**config.mk**
```make
export PLATFORM = sky130hd
export DESIGN_NAME = clkdiv_arbiter
export DESIGN_NICKNAME = d
export VERILOG_FILES = /design/src/rtl/clkdiv_arbiter.sv
export SDC_FILE = /design/constraint.sdc
export NUM_CORES = 1
export LEC_CHECK = 0
export ABC_CLOCK_PERIOD_IN_PS = 2900
export BUFFER_PORTS_ARGS = -buffer_cell sky130_fd_sc_hd__buf_4
export CELL_PAD_IN_SITES_DETAIL_PLACEMENT = 1
export CELL_PAD_IN_SITES_GLOBAL_PLACEMENT = 1
export CORE_MARGIN = 3
export CORE_UTILIZATION = 37
export CTS_CLUSTER_DIAMETER = 80
export DETAILED_ROUTE_END_ITERATION = 6
export GPL_TIMING_DRIVEN = 1
export HOLD_SLACK_MARGIN = 0.02
export PLACE_DENSITY_LB_ADDON = 0.1
export SETUP_SLACK_MARGIN = 0.2
export SLEW_MARGIN = 20
export SYNTH_ARGS = -nofsm -noshare
export SYNTH_HDL_FRONTEND = slang
export SYNTH_SLANG_ARGS = --single-unit
```
**constraint.sdc**
```tcl
create_clock -name clk -period 2.9 [get_ports clk]
set_input_delay 0 -clock clk [delete_from_list [all_inputs] [get_ports clk]]
set_output_delay 0 -clock clk [all_outputs]
set_load 0.05 [all_outputs]
```
**src/rtl/clkdiv_arbiter.sv**
```systemverilog
// rtl/clkdiv_arbiter.sv - round-robin arbiter sharing one programmable divider
// Owner runs div_clk/tick for a latched number of toggles, then gets a done pulse.
module clkdiv_arbiter #(
   parameter int NREQ = 4,
   parameter int CW   = 32,
   parameter int TW   = 16
) (
   input  logic                 clk,
   input  logic                 rst,
   input  logic [NREQ-1:0]      req,
   input  logic [NREQ*CW-1:0]   upto,
   input  logic [NREQ*TW-1:0]   ntog,
   output logic [NREQ-1:0]      grant,
   output logic                 busy,
   output logic                 div_clk,
   output logic                 tick,
   output logic [NREQ-1:0]      done
);

   localparam int IW = (NREQ > 1) ? $clog2(NREQ) : 1;

   typedef enum logic [1:0] {S_IDLE, S_LOAD, S_RUN, S_DONE} state_t;

   state_t            state_q;
   logic [IW-1:0]     ptr_q, owner_q;
   logic [CW-1:0]     upto_l_q, cnt_q;
   logic [TW-1:0]     ntog_l_q, tog_left_q;
   logic [NREQ-1:0]   grant_q, done_q;
   logic              busy_q, div_clk_q, tick_q;

   logic              pick_vld;
   logic [IW-1:0]     pick_idx, scan_idx, ptr_d;
   logic              abort;

   // Scan from the far end so the requester closest to the pointer wins last.
   always_comb begin
      pick_vld = 1'b0;
      pick_idx = '0;
      scan_idx = '0;
      for (int i = NREQ - 1; i >= 0; i--) begin
         scan_idx = IW'((int'(ptr_q) + i) % NREQ);
         if (req[scan_idx]) begin
            pick_vld = 1'b1;
            pick_idx = scan_idx;
         end
      end
   end

   assign ptr_d = (owner_q == IW'(NREQ - 1)) ? '0 : owner_q + IW'(1);
   assign abort = ((state_q == S_LOAD) || (state_q == S_RUN)) && !req[owner_q];

   always_ff @(posedge clk) begin
      if (rst) begin
         state_q    <= S_IDLE;
         ptr_q      <= '0;
         owner_q    <= '0;
         upto_l_q   <= '0;
         ntog_l_q   <= '0;
         cnt_q      <= '0;
         tog_left_q <= '0;
         grant_q    <= '0;
         done_q     <= '0;
         busy_q     <= 1'b0;
         div_clk_q  <= 1'b0;
         tick_q     <= 1'b0;
      end else begin
         tick_q <= 1'b0;
         done_q <= '0;
         if (abort) begin
            state_q   <= S_IDLE;
            grant_q   <= '0;
            busy_q    <= 1'b0;
            div_clk_q <= 1'b0;
            ptr_q     <= ptr_d;
         end else begin
            case (state_q)
               S_IDLE: begin
                  if (pick_vld) begin
                     state_q  <= S_LOAD;
                     owner_q  <= pick_idx;
                     grant_q  <= NREQ'(1) << pick_idx;
                     busy_q   <= 1'b1;
                     upto_l_q <= upto[int'(pick_idx)*CW +: CW];
                     ntog_l_q <= ntog[int'(pick_idx)*TW +: TW];
                  end
               end
               S_LOAD: begin
                  cnt_q      <= '0;
                  tog_left_q <= ntog_l_q;
                  if (ntog_l_q == '0) begin
                     state_q   <= S_DONE;
                     done_q    <= grant_q;
                     div_clk_q <= 1'b0;
                  end else begin
                     state_q <= S_RUN;
                  end
               end
               S_RUN: begin
                  // The final tick gets its own cycle so it never coincides with done.
                  if (tog_left_q == '0) begin
                     state_q   <= S_DONE;
                     done_q    <= grant_q;
                     div_clk_q <= 1'b0;
                  end else if (cnt_q == upto_l_q) begin
                     cnt_q      <= '0;
                     div_clk_q  <= ~div_clk_q;
                     tick_q     <= 1'b1;
                     tog_left_q <= tog_left_q - TW'(1);
                  end else begin
                     cnt_q <= cnt_q + CW'(1);
                  end
               end
               S_DONE: begin
                  state_q   <= S_IDLE;
                  grant_q   <= '0;
                  busy_q    <= 1'b0;
                  div_clk_q <= 1'b0;
                  ptr_q     <= ptr_d;
               end
               default: state_q <= S_IDLE;
            endcase
         end
      end
   end

   assign grant   = grant_q;
   assign busy    = busy_q;
   assign div_clk = div_clk_q;
   assign tick    = tick_q;
   assign done    = done_q;

endmodule

```
==> flow_results.xml, run 1 <==
<?xml version="1.0" encoding="UTF-8"?>
<metrics>
  <group name="synth">
    <metric name="synthArstFlopShare" unit="">0</metric>
    <metric name="synth.distinct_cells" unit="">69</metric>
    <metric name="synth_top_cell_by_area" unit="">sky130_fd_sc_hd__dfxtp_1</metric>
    <metric name="syn-instance-count" unit="">1054</metric>
    <metric name="synthesis.yosys.warnings" unit="">0</metric>
    <metric name="synth_ff_type" unit="">sky130_fd_sc_hd__dfxtp_1</metric>
    <metric name="synth-edff-count" unit="">0</metric>
    <metric name="syn_avg_cell_area" unit="µm²">6.91</metric>
    <metric name="part_of_the_yosys_area_used_for_sequential_elements" unit="">0.311</metric>
    <metric name="synth-seq-cells" unit="">113</metric>
    <metric name="synth_top_area_share" unit="">0.311</metric>
    <metric name="synthesis.area" unit="µm²">7280</metric>
    <metric name="yosys-top-cells-area" unit="">sky130_fd_sc_hd__dfxtp_1, sky130_fd_sc_hd__nand2_1, sky130_fd_sc_hd__nand3_1</metric>
    <metric name="synthesis.nets" unit="">1261</metric>
  </group>
  <group name="setup_path">
    <metric name="reg2reg_to" unit="">tog_left_q[3]$_SDFFE_PP0P_</metric>
    <metric name="worstSetupEndpointType" unit="">register</metric>
    <metric name="setup.reg_to_reg.worst_slack" unit="ps">270</metric>
    <metric name="crit-reg2reg-launch" unit="">cnt_q[20]$_SDFFE_PP0P_</metric>
    <metric name="crit_type" unit="">register to register</metric>
    <metric name="cp-start-kind" unit="">register</metric>
    <metric name="biggest_fanout_along_the_worst_timing_path" unit="">9</metric>
    <metric name="cp_data_required_time" unit="ps">3220</metric>
    <metric name="crit_arrival" unit="ps">2940</metric>
    <metric name="number_of_cells_traversed_by_the_worst_register_to_register_path" unit="">7</metric>
  </group>
  <group name="floorplan">
    <metric name="die_y" unit="µm">146</metric>
    <metric name="design.die.area" unit="µm²">21400</metric>
    <metric name="initial_utilization" unit="">0.383</metric>
    <metric name="core" unit="µm²">19000</metric>
    <metric name="rows" unit="">50</metric>
    <metric name="ios" unit="">209</metric>
    <metric name="die_x" unit="µm">146</metric>
  </group>
  <group name="timing">
    <metric name="timing.slew.headroom" unit="">0.531</metric>
    <metric name="final-max-slew-violation-count" unit="">0</metric>
    <metric name="rsz_0062_raised_after_global_routing" unit="">false</metric>
    <metric name="timing_worst_slew_pin_value" unit="ps">703</metric>
    <metric name="post-route-period-util" unit="">0.906</metric>
    <metric name="achievable-frequency" unit="MHz">381</metric>
    <metric name="worst_slack" unit="ps">274</metric>
    <metric name="setup_total_negative_slack" unit="ps">0</metric>
    <metric name="worst_clock_skew" unit="ps">9.79</metric>
    <metric name="hold_violations" unit="">0</metric>
    <metric name="setup_viol" unit="">0</metric>
    <metric name="min_period" unit="ps">2630</metric>
  </group>
  <group name="detailed_routing">
    <metric name="detail-route-antenna-nets" unit="">0</metric>
    <metric name="detail_route.wirelength.met1" unit="µm">14200</metric>
    <metric name="met3WireLength" unit="µm">2350</metric>
    <metric name="wl_per_cell" unit="µm">20.6</metric>
    <metric name="drc" unit="">0</metric>
    <metric name="drt_iter0_drc" unit="">506</metric>
    <metric name="finalWirelength" unit="µm">32400</metric>
    <metric name="vias_post_dr" unit="">8869</metric>
    <metric name="highest-signal-layer" unit="">met4</metric>
    <metric name="met2WireLength" unit="µm">15200</metric>
    <metric name="vias_per_inst" unit="">5.62</metric>
    <metric name="first_pass_iters" unit="">5</metric>
  </group>
  <group name="place">
    <metric name="post_place_worst_slack" unit="ps">233</metric>
    <metric name="place_hpwl" unit="µm">23100</metric>
    <metric name="gp_congestion" unit="">0.879</metric>
    <metric name="io_buffer_count" unit="">208</metric>
  </group>
  <group name="worst_hold_path">
    <metric name="hold_path_depth" unit="">5</metric>
    <metric name="timing.hold.worst.class" unit="">input pin to register</metric>
    <metric name="whs_endpoint" unit="">upto_l_q[15]$_SDFFE_PP0P_</metric>
    <metric name="hp-start" unit="">upto[47]</metric>
  </group>
  <group name="cts">
    <metric name="clkTransAtPathRegs" unit="ps">60</metric>
    <metric name="ctsHtreeMaxLevel" unit="">4</metric>
    <metric name="cts_tree" unit="">built</metric>
    <metric name="clockRootBuffer" unit="">sky130_fd_sc_hd__clkbuf_16</metric>
    <metric name="cts-buffers-inserted" unit="">17</metric>
    <metric name="worstSkewPairLatency" unit="ps">430</metric>
    <metric name="clock_sinks" unit="">113</metric>
    <metric name="clk_path_buf_depth" unit="">2</metric>
  </group>
  <group name="power_and_ir_drop">
    <metric name="cellPowerDensity" unit="nW/µm²">940</metric>
    <metric name="p_leak" unit="µW">0.00449</metric>
    <metric name="worst_ir_drop_vdd" unit="µV">482</metric>
  </group>
  <group name="global_route">
    <metric name="grt_pass1_wl" unit="µm">50000</metric>
    <metric name="grt_start_max_net_pins" unit="">64</metric>
    <metric name="global_route.overflow_total" unit="">0</metric>
    <metric name="antenna_found_initial" unit="">1</metric>
    <metric name="grt_pass1_vias" unit="">8982</metric>
    <metric name="track_usage" unit="">0.292</metric>
  </group>
  <group name="final_layout">
    <metric name="drive_above_1_share" unit="">0.243</metric>
    <metric name="multiInputGateArea" unit="µm²">4710</metric>
    <metric name="n_fill_cell" unit="">2479</metric>
    <metric name="area_growth" unit="%">43.7</metric>
    <metric name="fin_nets" unit="">1511</metric>
    <metric name="seq_area" unit="µm²">2260</metric>
  </group>
  <group name="run_status">
    <metric name="status" unit="">finished clean</metric>
  </group>
  <group name="job">
    <metric name="maxCapViolCount" unit="">0</metric>
  </group>
</metrics>
logic make-up after synthesis:
| kind of cell | count (synthesis) | synth area share |
|---|---|---|
| buffers and inverters | 90 | 0.0563 |
| DFF | 113 | 0.311 |
| xor gates and xnor gates | 37 | 0.0445 |
| adders and majority gates | 9 | 0.0155 |
| and+or+nand+nor | 616 | 0.404 |
| AOI/OAI and AO/OA | 184 | 0.161 |
| muxes | 5 | 0.00859 |
state kept, by name, summed over array words and instances, names as in the netlist:
signal and flops:
cnt_q 32, upto_l_q 32, ntog_l_q 16, tog_left_q 16
done 4, grant 4, owner_q 2, ptr_q 2
state_q 2, busy 1, div_clk 1, tick 1
final cells by class:
class                           instances  share of cell area
Multi-Input combinational cell        852               0.450
Timing Repair Buffer                  311               0.240
Sequential cell                       113               0.216
Clock buffer                           22              0.0444
Tap cell                              260              0.0311
Clock inverter                         10              0.0151
Inverter                                9             0.00323
Antenna cell                            1            0.000239
layout by cell type (no fill, tap or decap), types with 5 or more instances in the layout:
cell                            count
sky130_fd_sc_hd__and3_1            10
sky130_fd_sc_hd__a211oi_1           5
sky130_fd_sc_hd__xor2_1            32
sky130_fd_sc_hd__xnor2_1            5
sky130_fd_sc_hd__and2_1             8
sky130_fd_sc_hd__or4_1             16
sky130_fd_sc_hd__a32oi_1            6
sky130_fd_sc_hd__nand2_1          294
sky130_fd_sc_hd__a22oi_1            5
sky130_fd_sc_hd__nor3_1            10
sky130_fd_sc_hd__nor4_1            19
sky130_fd_sc_hd__nor2b_1            6
sky130_fd_sc_hd__o21ai_0           11
sky130_fd_sc_hd__a31oi_1           12
sky130_fd_sc_hd__buf_4            258
sky130_fd_sc_hd__dfxtp_1          112
sky130_fd_sc_hd__dlygate4sd3_1     49
sky130_fd_sc_hd__a2bb2oi_1          8
sky130_fd_sc_hd__nand4_1           18
sky130_fd_sc_hd__nand3_1          165
sky130_fd_sc_hd__nor2_1            35
sky130_fd_sc_hd__a21oi_1           91
sky130_fd_sc_hd__clkbuf_16         17
sky130_fd_sc_hd__ha_1               9
sky130_fd_sc_hd__inv_1              9
worst max-delay path by stage:
stage / start / end / slack (ps) / cells past startpoint
after global placement: cnt_q[3]$_SDFFE_PP0P_ / cnt_q[22]$_SDFFE_PP0P_ / 320 / 7
after floorplan: state_q[0]$_SDFFE_PP0P_ / tog_left_q[3]$_SDFFE_PP0P_ / 700 / 9
final: cnt_q[20]$_SDFFE_PP0P_ / tog_left_q[3]$_SDFFE_PP0P_ / 270 / 7
after global routing: state_q[0]$_SDFFE_PP0P_ / tog_left_q[3]$_SDFFE_PP0P_ / 200 / 8
after detailed placement: cnt_q[3]$_SDFFE_PP0P_ / cnt_q[20]$_SDFFE_PP0P_ / 230 / 7
after CTS: ptr_q[1]$_SDFFE_PP0P_ / upto_l_q[20]$_SDFFE_PP0P_ / 230 / 8
critical path: stages, from the launching register on:
cell,delay [ps]
sky130_fd_sc_hd__dfxtp_1,470
sky130_fd_sc_hd__xor2_1,150
sky130_fd_sc_hd__nor4_1,480
sky130_fd_sc_hd__and4_1,340
sky130_fd_sc_hd__buf_4,210
sky130_fd_sc_hd__nand3_4,160
sky130_fd_sc_hd__or4_1,430
sky130_fd_sc_hd__a32o_1,270
report_power, final:
group	switching [µW]	leakage, µW	internal (µW)
Clock	757	0.000296	1480
Sequential	451	0.000922	1990
Combinational	3330	0.00327	1840
repair_timing:
action                                  in CTS  in global routing
hold endpoints to repair                    29                  0
gates cloned                                 0                  1
endpoints found under the setup margin       2                  8
setup buffers                                0                  7
hold buffers                                49                  0
gates resized for setup                      1                  9
pin swaps                                    0                  3
synth_stat cells (all sizes together), types with 12 or more instances:
library cell,number
nor2,35
o21ai,14
nand4,18
nor4,23
nand2,296
nor3,14
nand3,166
a21oi,92
a31oi,12
clkbuf,52
xor2,32
dfxtp,113
or4,17
buf,29
metrics by stage:
step	power, µW	utilization	std cells	instance area [µm²]	hold slack [ps]
global placement	7200	0.486	1488	9250	397
floorplan	5480	-	1054	7280	206
global route	10400	0.550	1578	10500	55.5
detailed placement	7260	0.486	1488	9250	415
finish	9840	0.550	1578	10500	14.5
CTS	9650	0.545	1569	10400	21.1
layer usage:
layer,GRT usage,up-vias
met4,0.0950,0
met3,0.0714,52
li1,-,4247
met1,0.389,4230
met2,0.464,340
met5,0,-
Note: power is estimated with default switching activity, not from simulation.
==> inputs of run 2 (changes only) <==
Settings changed: CORE_ASPECT_RATIO set to 1.5, RECOVER_POWER set to 100.
==> run 2 against run 1 <==
Net effect:
- non-clock buffer count rose by 19
- via count rose by 1.4%
- critical path depth rose by 1
- clock skew rose by 1.7 ps
- die area rose by 0.16%
==> flow_results.xml, run 2 (synthesized netlist as in run 1, its figures left out) <==
<?xml version="1.0" encoding="UTF-8"?>
<metrics>
  <group name="worst_hold_path">
    <metric name="hp-start" unit="">upto[37]</metric>
    <metric name="timing.hold.worst.class" unit="">input pin to register</metric>
  </group>
  <group name="setup_path">
    <metric name="crit_end" unit="">ntog_l_q[10]$_SDFFE_PP0P_</metric>
    <metric name="number_of_cells_traversed_by_the_worst_register_to_register_path" unit="">8</metric>
    <metric name="crit_type" unit="">register to register</metric>
    <metric name="cp-start-kind" unit="">register</metric>
    <metric name="worstSetupEndpointType" unit="">register</metric>
    <metric name="critPathLaunch" unit="">ptr_q[1]$_SDFFE_PP0P_</metric>
    <metric name="crit_arrival" unit="ps">3040</metric>
    <metric name="reg2reg_to" unit="">ntog_l_q[10]$_SDFFE_PP0P_</metric>
    <metric name="setup.reg_to_reg.worst_slack" unit="ps">210</metric>
    <metric name="crit-reg2reg-launch" unit="">ptr_q[1]$_SDFFE_PP0P_</metric>
    <metric name="cp_data_required_time" unit="ps">3250</metric>
    <metric name="biggest_fanout_along_the_worst_timing_path" unit="">27</metric>
  </group>
  <group name="global_route">
    <metric name="grt_pass1_vias" unit="">9417</metric>
    <metric name="grt_start_max_net_pins" unit="">63</metric>
    <metric name="track_usage" unit="">0.298</metric>
    <metric name="grt_pass1_wl" unit="µm">50800</metric>
    <metric name="global_route.overflow_total" unit="">0</metric>
    <metric name="antenna_found_initial" unit="">0</metric>
  </group>
  <group name="job">
    <metric name="maxCapViolCount" unit="">0</metric>
  </group>
  <group name="timing">
    <metric name="setup_total_negative_slack" unit="ps">0</metric>
    <metric name="min_period" unit="ps">2690</metric>
    <metric name="setup_viol" unit="">0</metric>
    <metric name="worst_slack" unit="ps">207</metric>
    <metric name="timing_worst_slew_pin_value" unit="ps">733</metric>
    <metric name="rsz_0062_raised_after_global_routing" unit="">true</metric>
    <metric name="timing.slew.headroom" unit="">0.511</metric>
    <metric name="post-route-period-util" unit="">0.929</metric>
    <metric name="achievable-frequency" unit="MHz">371</metric>
    <metric name="hold_violations" unit="">0</metric>
    <metric name="worst_clock_skew" unit="ps">11.5</metric>
    <metric name="final-max-slew-violation-count" unit="">0</metric>
  </group>
  <group name="power_and_ir_drop">
    <metric name="p_leak" unit="µW">0.00444</metric>
    <metric name="worst_ir_drop_vdd" unit="µV">431</metric>
    <metric name="cellPowerDensity" unit="nW/µm²">921</metric>
  </group>
  <group name="final_layout">
    <metric name="layout_commonest_cell" unit="">sky130_fd_sc_hd__nand2_1</metric>
    <metric name="drive_above_1_share" unit="">0.208</metric>
    <metric name="seq_area" unit="µm²">2260</metric>
    <metric name="mostFrequentLayoutCells" unit="">sky130_fd_sc_hd__nand2_1, sky130_fd_sc_hd__buf_4, sky130_fd_sc_hd__nand3_1, sky130_fd_sc_hd__dfxtp_1, sky130_fd_sc_hd__dlygate4sd3_1</metric>
    <metric name="n_fill_cell" unit="">2508</metric>
    <metric name="fin_nets" unit="">1529</metric>
    <metric name="multiInputGateArea" unit="µm²">4640</metric>
    <metric name="area_growth" unit="%">45.5</metric>
    <metric name="antenna_cells_inserted" unit="">0</metric>
    <metric name="reg_top3" unit="">cnt_q x32, upto_l_q x32</metric>
  </group>
  <group name="cts">
    <metric name="clk_path_buf_depth" unit="">2</metric>
    <metric name="clock_sinks" unit="">113</metric>
    <metric name="postCtsSetupBuffers" unit="">0</metric>
    <metric name="clockRootBuffer" unit="">sky130_fd_sc_hd__clkbuf_16</metric>
    <metric name="cts-buffers-inserted" unit="">17</metric>
    <metric name="worstSkewPairLatency" unit="ps">430</metric>
    <metric name="clkTransAtPathRegs" unit="ps">60</metric>
    <metric name="ctsHtreeMaxLevel" unit="">4</metric>
    <metric name="cts_tree" unit="">built</metric>
  </group>
  <group name="detailed_routing">
    <metric name="drc" unit="">0</metric>
    <metric name="wl_per_cell" unit="µm">20.4</metric>
    <metric name="detail-route-antenna-nets" unit="">0</metric>
    <metric name="finalWirelength" unit="µm">32400</metric>
    <metric name="vias_per_inst" unit="">5.65</metric>
    <metric name="first_pass_iters" unit="">5</metric>
    <metric name="vias_post_dr" unit="">8996</metric>
    <metric name="drt_iter0_drc" unit="">519</metric>
  </group>
  <group name="place">
    <metric name="post_place_worst_slack" unit="ps">252</metric>
    <metric name="gp_congestion" unit="">0.938</metric>
    <metric name="place_hpwl" unit="µm">22100</metric>
    <metric name="io_buffer_count" unit="">208</metric>
  </group>
  <group name="floorplan">
    <metric name="die_y" unit="µm">178</metric>
    <metric name="initial_utilization" unit="">0.379</metric>
    <metric name="design.die.area" unit="µm²">21400</metric>
    <metric name="core" unit="µm²">19200</metric>
    <metric name="die_x" unit="µm">121</metric>
    <metric name="ios" unit="">209</metric>
    <metric name="rows" unit="">62</metric>
  </group>
  <group name="run_status">
    <metric name="status" unit="">finished clean</metric>
  </group>
</metrics>
[run 2: worst min-delay path by stage]
stage,end,slack [ps],depth (start not counted)
2_1_floorplan,cnt_q[7]$_SDFFE_PP0P_,210,3
3_3_place_gp,upto_l_q[10]$_SDFFE_PP0P_,400,5
3_5_place_dp,upto_l_q[10]$_SDFFE_PP0P_,420,5
4_1_cts,ntog_l_q[5]$_SDFFE_PP0P_,20,5
5_1_grt,ntog_l_q[7]$_SDFFE_PP0P_,50,5
6_report,upto_l_q[5]$_SDFFE_PP0P_,40,5
[run 2: per-layer routing]
metal	wire length (µm)	vias up	track usage	part of all wire
met5	0	-	0	0
met4	755	0	0.0959	0.023
met3	1550	48	0.0529	0.048
met2	17000	259	0.544	0.52
met1	13100	4414	0.351	0.40
li1	-	4275	-	-
[run 2: critical path: stages, from the launching register on]
cell and delay, ps:
sky130_fd_sc_hd__dfxtp_2 420, sky130_fd_sc_hd__mux2i_1 390, sky130_fd_sc_hd__o221a_4 370, sky130_fd_sc_hd__clkbuf_4 380, sky130_fd_sc_hd__nand2_1 130, sky130_fd_sc_hd__nand3_1 120
sky130_fd_sc_hd__dlygate4sd3_1 560, sky130_fd_sc_hd__nand3_1 100, sky130_fd_sc_hd__a21oi_1 140
[run 2: layout make-up]
class | count | area share
Clock buffer | 17 | 0.0401
Clock inverter | 15 | 0.0177
Inverter | 9 | 0.00319
Multi-Input combinational cell | 851 | 0.438
Sequential cell | 113 | 0.214
Tap cell | 256 | 0.0302
Timing Repair Buffer | 330 | 0.257
[run 2: power breakdown]
part / leakage (µW) / internal [µW] / total [µW] / switching, µW
Sequential: 0.000922 / 1980 / 2440 / 453
Clock: 0.000290 / 1360 / 2180 / 826
Combinational: 0.00323 / 1880 / 5140 / 3250
[run 2: timing repair]
| item | in CTS | in global routing |
|---|---|---|
| resized for setup | 0 | 8 |
| setup endpoints to repair | 0 | 28 |
| hold buffers | 92 | 0 |
| endpoints found under the hold margin | 39 | 0 |
[run 2: stage by stage]
stage               cells  hold WS [ps]  instance area, µm²  total power [µW]   util
floorplan            1054           206                7280              5480      -
global placement     1467           403                9140              7160  0.475
detailed placement   1467           417                9140              7220  0.475
CTS                  1591          20.3               10700              9770  0.555
global route         1591          50.0               10600             10400  0.551
finish               1591          35.2               10600              9760  0.551
==> inputs of run 3 (changes only) <==
Settings changed: ABC_AREA set to 1, CORE_UTILIZATION 37 to 36.
==> run 3 against run 2 <==
Net effect:
- the flow now finishes with violations (negative setup slack)
- area after synthesis increased by 8.0%
- sequential share of layout area is 2.8 points lower
- clock skew is 1.2 ps lower
- routed wire length rose by 61%
- critical path depth increased by 6
- clock-buffer cell count unchanged
- via count rose by 36%
- total power is 74% higher
- final area is 15% higher
- largest cell class unchanged
- largest power group unchanged
==> flow_results.xml, run 3 <==
<?xml version="1.0" encoding="UTF-8"?>
<metrics>
  <group name="floorplan">
    <metric name="ios" unit="">209</metric>
    <metric name="die_x" unit="µm">127</metric>
    <metric name="core" unit="µm²">21200</metric>
    <metric name="rows" unit="">65</metric>
    <metric name="initial_utilization" unit="">0.370</metric>
    <metric name="die_y" unit="µm">187</metric>
    <metric name="design.die.area" unit="µm²">23700</metric>
  </group>
  <group name="synth">
    <metric name="syn-instance-count" unit="">1321</metric>
    <metric name="synth-seq-cells" unit="">113</metric>
    <metric name="synth_top_cell_by_area" unit="">sky130_fd_sc_hd__dfxtp_1</metric>
    <metric name="synthMostInstantiatedCell" unit="">sky130_fd_sc_hd__nand3_1</metric>
    <metric name="syn_avg_cell_area" unit="µm²">5.95</metric>
    <metric name="synthesis.yosys.warnings" unit="">0</metric>
    <metric name="synth_top_area_share" unit="">0.288</metric>
    <metric name="part_of_the_yosys_area_used_for_sequential_elements" unit="">0.288</metric>
    <metric name="synthArstFlopShare" unit="">0</metric>
    <metric name="synthesis.nets" unit="">1528</metric>
    <metric name="synth.top_cells.by_count" unit="">sky130_fd_sc_hd__nand3_1, sky130_fd_sc_hd__nand2_1, sky130_fd_sc_hd__nor2_1</metric>
    <metric name="synth.distinct_cells" unit="">32</metric>
    <metric name="synth-edff-count" unit="">0</metric>
    <metric name="yosys-top-cells-area" unit="">sky130_fd_sc_hd__dfxtp_1, sky130_fd_sc_hd__nand3_1, sky130_fd_sc_hd__nand2_1</metric>
    <metric name="synthesis.area" unit="µm²">7860</metric>
    <metric name="synth_ff_type" unit="">sky130_fd_sc_hd__dfxtp_1</metric>
  </group>
  <group name="final_layout">
    <metric name="stdcell_count" unit="">1971</metric>
    <metric name="drive_above_1_share" unit="">0.169</metric>
    <metric name="reg_top3" unit="">cnt_q x32, upto_l_q x32</metric>
    <metric name="mostFrequentLayoutCells" unit="">sky130_fd_sc_hd__nand3_1, sky130_fd_sc_hd__nand2_1, sky130_fd_sc_hd__nor2_1, sky130_fd_sc_hd__buf_4, sky130_fd_sc_hd__dlygate4sd3_1</metric>
    <metric name="layout_commonest_cell" unit="">sky130_fd_sc_hd__nand3_1</metric>
    <metric name="fin_nets" unit="">1878</metric>
    <metric name="area_growth" unit="%">55.3</metric>
  </group>
  <group name="detailed_routing">
    <metric name="vias_per_inst" unit="">6.19</metric>
    <metric name="drc" unit="">0</metric>
    <metric name="finalWirelength" unit="µm">52100</metric>
    <metric name="detail-route-antenna-nets" unit="">0</metric>
    <metric name="vias_post_dr" unit="">12192</metric>
    <metric name="wl_per_cell" unit="µm">26.4</metric>
    <metric name="drt_iter0_drc" unit="">1176</metric>
    <metric name="first_pass_iters" unit="">5</metric>
  </group>
  <group name="cts">
    <metric name="ctsHtreeMaxLevel" unit="">4</metric>
    <metric name="clockRootBuffer" unit="">sky130_fd_sc_hd__clkbuf_16</metric>
    <metric name="clock_sinks" unit="">113</metric>
    <metric name="clk_path_buf_depth" unit="">2</metric>
    <metric name="clkTransAtPathRegs" unit="ps">60</metric>
    <metric name="cts-buffers-inserted" unit="">17</metric>
    <metric name="cts_tree" unit="">built</metric>
    <metric name="worstSkewPairLatency" unit="ps">430</metric>
  </group>
  <group name="setup_path">
    <metric name="crit_arrival" unit="ps">3250</metric>
    <metric name="critical_path.slowest_cell" unit="">sky130_fd_sc_hd__dlygate4sd3_1</metric>
    <metric name="crit_type" unit="">register to register</metric>
    <metric name="crit_path_max_incr_delay" unit="ps">620</metric>
    <metric name="biggest_fanout_along_the_worst_timing_path" unit="">18</metric>
    <metric name="crit_chain" unit="">inv_4 -&gt; nand2_1 -&gt; nand2_1 -&gt; nand3_1 -&gt; nand3_2 -&gt; nand2_1 -&gt; nand2_1 -&gt; nand2_4 -&gt; buf_12 -&gt; nand3_1 -&gt; nand3_1 -&gt; dlygate4sd3_1 -&gt; nor2_1 -&gt; nor2_1</metric>
    <metric name="critPathMostFrequentCell" unit="">sky130_fd_sc_hd__nand2_1</metric>
    <metric name="cp_num_buf_inv" unit="">3</metric>
    <metric name="cp-start-kind" unit="">register</metric>
    <metric name="critPathTopFamily" unit="">simple AND/OR/NAND/NOR gates</metric>
    <metric name="cp_data_required_time" unit="ps">3210</metric>
    <metric name="worstSetupEndpointType" unit="">register</metric>
  </group>
  <group name="timing">
    <metric name="timing_worst_slew_pin_value" unit="ps">708</metric>
    <metric name="timing.slew.headroom" unit="">0.528</metric>
    <metric name="final-max-slew-violation-count" unit="">0</metric>
    <metric name="hold_violations" unit="">0</metric>
    <metric name="achievable-frequency" unit="MHz">340</metric>
    <metric name="worst_clock_skew" unit="ps">10.3</metric>
    <metric name="worst_slack" unit="ps">-37.1</metric>
    <metric name="min_period" unit="ps">2940</metric>
    <metric name="post-route-period-util" unit="">1.01</metric>
    <metric name="setup_total_negative_slack" unit="ps">-37.1</metric>
    <metric name="setup_viol" unit="">1</metric>
  </group>
  <group name="place">
    <metric name="post_place_worst_slack" unit="ps">556</metric>
    <metric name="io_buffer_count" unit="">208</metric>
    <metric name="placed_cells" unit="">1741</metric>
    <metric name="gp_congestion" unit="">0.883</metric>
    <metric name="place_hpwl" unit="µm">24400</metric>
  </group>
  <group name="global_route">
    <metric name="grt_pass1_wl" unit="µm">63500</metric>
    <metric name="grt_start_max_net_pins" unit="">99</metric>
    <metric name="antenna_found_initial" unit="">13</metric>
    <metric name="track_usage" unit="">0.335</metric>
    <metric name="grt_pass1_vias" unit="">11740</metric>
    <metric name="global_route.overflow_total" unit="">0</metric>
  </group>
  <group name="power_and_ir_drop">
    <metric name="cellPowerDensity" unit="nW/µm²">1390</metric>
    <metric name="p_leak" unit="µW">0.00541</metric>
    <metric name="report.power.total" unit="µW">17000</metric>
    <metric name="worst_ir_drop_vdd" unit="µV">890</metric>
  </group>
  <group name="job">
    <metric name="maxCapViolCount" unit="">0</metric>
  </group>
  <group name="run_status">
    <metric name="status" unit="">finished with violations</metric>
    <metric name="violations" unit="">negative setup slack</metric>
  </group>
  <group name="worst_hold_path">
    <metric name="timing.hold.worst.class" unit="">input pin to register</metric>
  </group>
</metrics>
[run 3: cell types whose count changed after synthesis, moves of 9 or more]
| cell | change |
|---|---|
| sky130_fd_sc_hd__a21oi_1 | -49 |
| sky130_fd_sc_hd__nor4_1 | -18 |
| sky130_fd_sc_hd__xor2_1 | -19 |
| sky130_fd_sc_hd__o21ai_0 | +54 |
| sky130_fd_sc_hd__nand2_1 | -9 |
| sky130_fd_sc_hd__xnor2_1 | +21 |
| sky130_fd_sc_hd__or4_1 | -16 |
| sky130_fd_sc_hd__nor2_1 | +180 |
| sky130_fd_sc_hd__and3_1 | -10 |
| sky130_fd_sc_hd__clkbuf_1 | -31 |
| sky130_fd_sc_hd__nand3_1 | +146 |
| sky130_fd_sc_hd__inv_1 | +76 |
| sky130_fd_sc_hd__a31oi_1 | -11 |
| sky130_fd_sc_hd__buf_2 | +26 |
[run 3: cells by family (layout without fill, tap and decap cells)]
logic type,Yosys count,after routing,share of synthesized area
other cells,0,19,0
simple gates,873,874,0.484
buf+inv,167,529,0.0909
xor+xnor,39,39,0.0434
fa+ha+maj,9,9,0.0143
compound gates,120,120,0.0792
flops,113,113,0.288
[run 3: area by class of cell]
| type | instances | area, µm² |
|---|---|---|
| inverter | 91 | 344 |
| clock inverter | 15 | 231 |
| antenna | 19 | 47.5 |
| multi-input combinational | 1042 | 4930 |
| sequential | 113 | 2270 |
| clock buffer | 17 | 425 |
| tap | 268 | 335 |
| fill | 2804 | 9010 |
| timing repair buffer | 406 | 3630 |
[run 3: what timing repair did]
action / in CTS / in global routing
buffers inserted: 0 / 4
gates resized for setup: 0 / 24
hold buffers: 165 / 0
endpoints found under the setup margin: 0 / 18
hold endpoints to repair: 63 / 0
[run 3: worst reg2reg max path: cells and delay by family (launching register included)]
family / cells / cell delay, ps
and+or+nand+nor: 11 / 1520
DFF: 1 / 380
buffers and inverters: 3 / 920
[run 3: through the flow]
step,instance area (µm²),utilization,hold WS [ps]
final,12200,0.575,36.6
after global routing,12200,0.575,54.9
after global placement,9610,0.453,329
after detailed placement,9610,0.453,342
after floorplan,7860,-,236
after CTS,11900,0.561,23.2
[run 3: power breakdown]
| part | leakage (µW) | total [µW] | switching (µW) | internal (µW) |
|---|---|---|---|---|
| registers | 0.000926 | 2420 | 437 | 1980 |
| logic | 0.00417 | 12100 | 8310 | 3830 |
| clock network | 0.000315 | 2410 | 874 | 1540 |
[run 3: worst paths after layout]
kind                                       startpoint                        end  slack (ps)  depth (start not counted)
worst max-delay path            ptr_q[0]$_SDFFE_PP0P_  upto_l_q[14]$_SDFFE_PP0P_         -40                         14
worst min register to register  grant[2]$_SDFFE_PP0P_         done[2]$_SDFF_PP0_         460                          2
worst max register to register  ptr_q[0]$_SDFFE_PP0P_  upto_l_q[14]$_SDFFE_PP0P_         -40                         14
worst min-delay path                         ntog[36]   ntog_l_q[4]$_SDFFE_PP0P_          40                          5
[run 3: metal layers]
metal  vias up  routed length, µm  GRT usage
met5         -                  0          0
met4         0               5450      0.166
met3       411               5050     0.0691
met2       939              23900      0.588
met1      5770              17700      0.381
li1       5072                  -          -
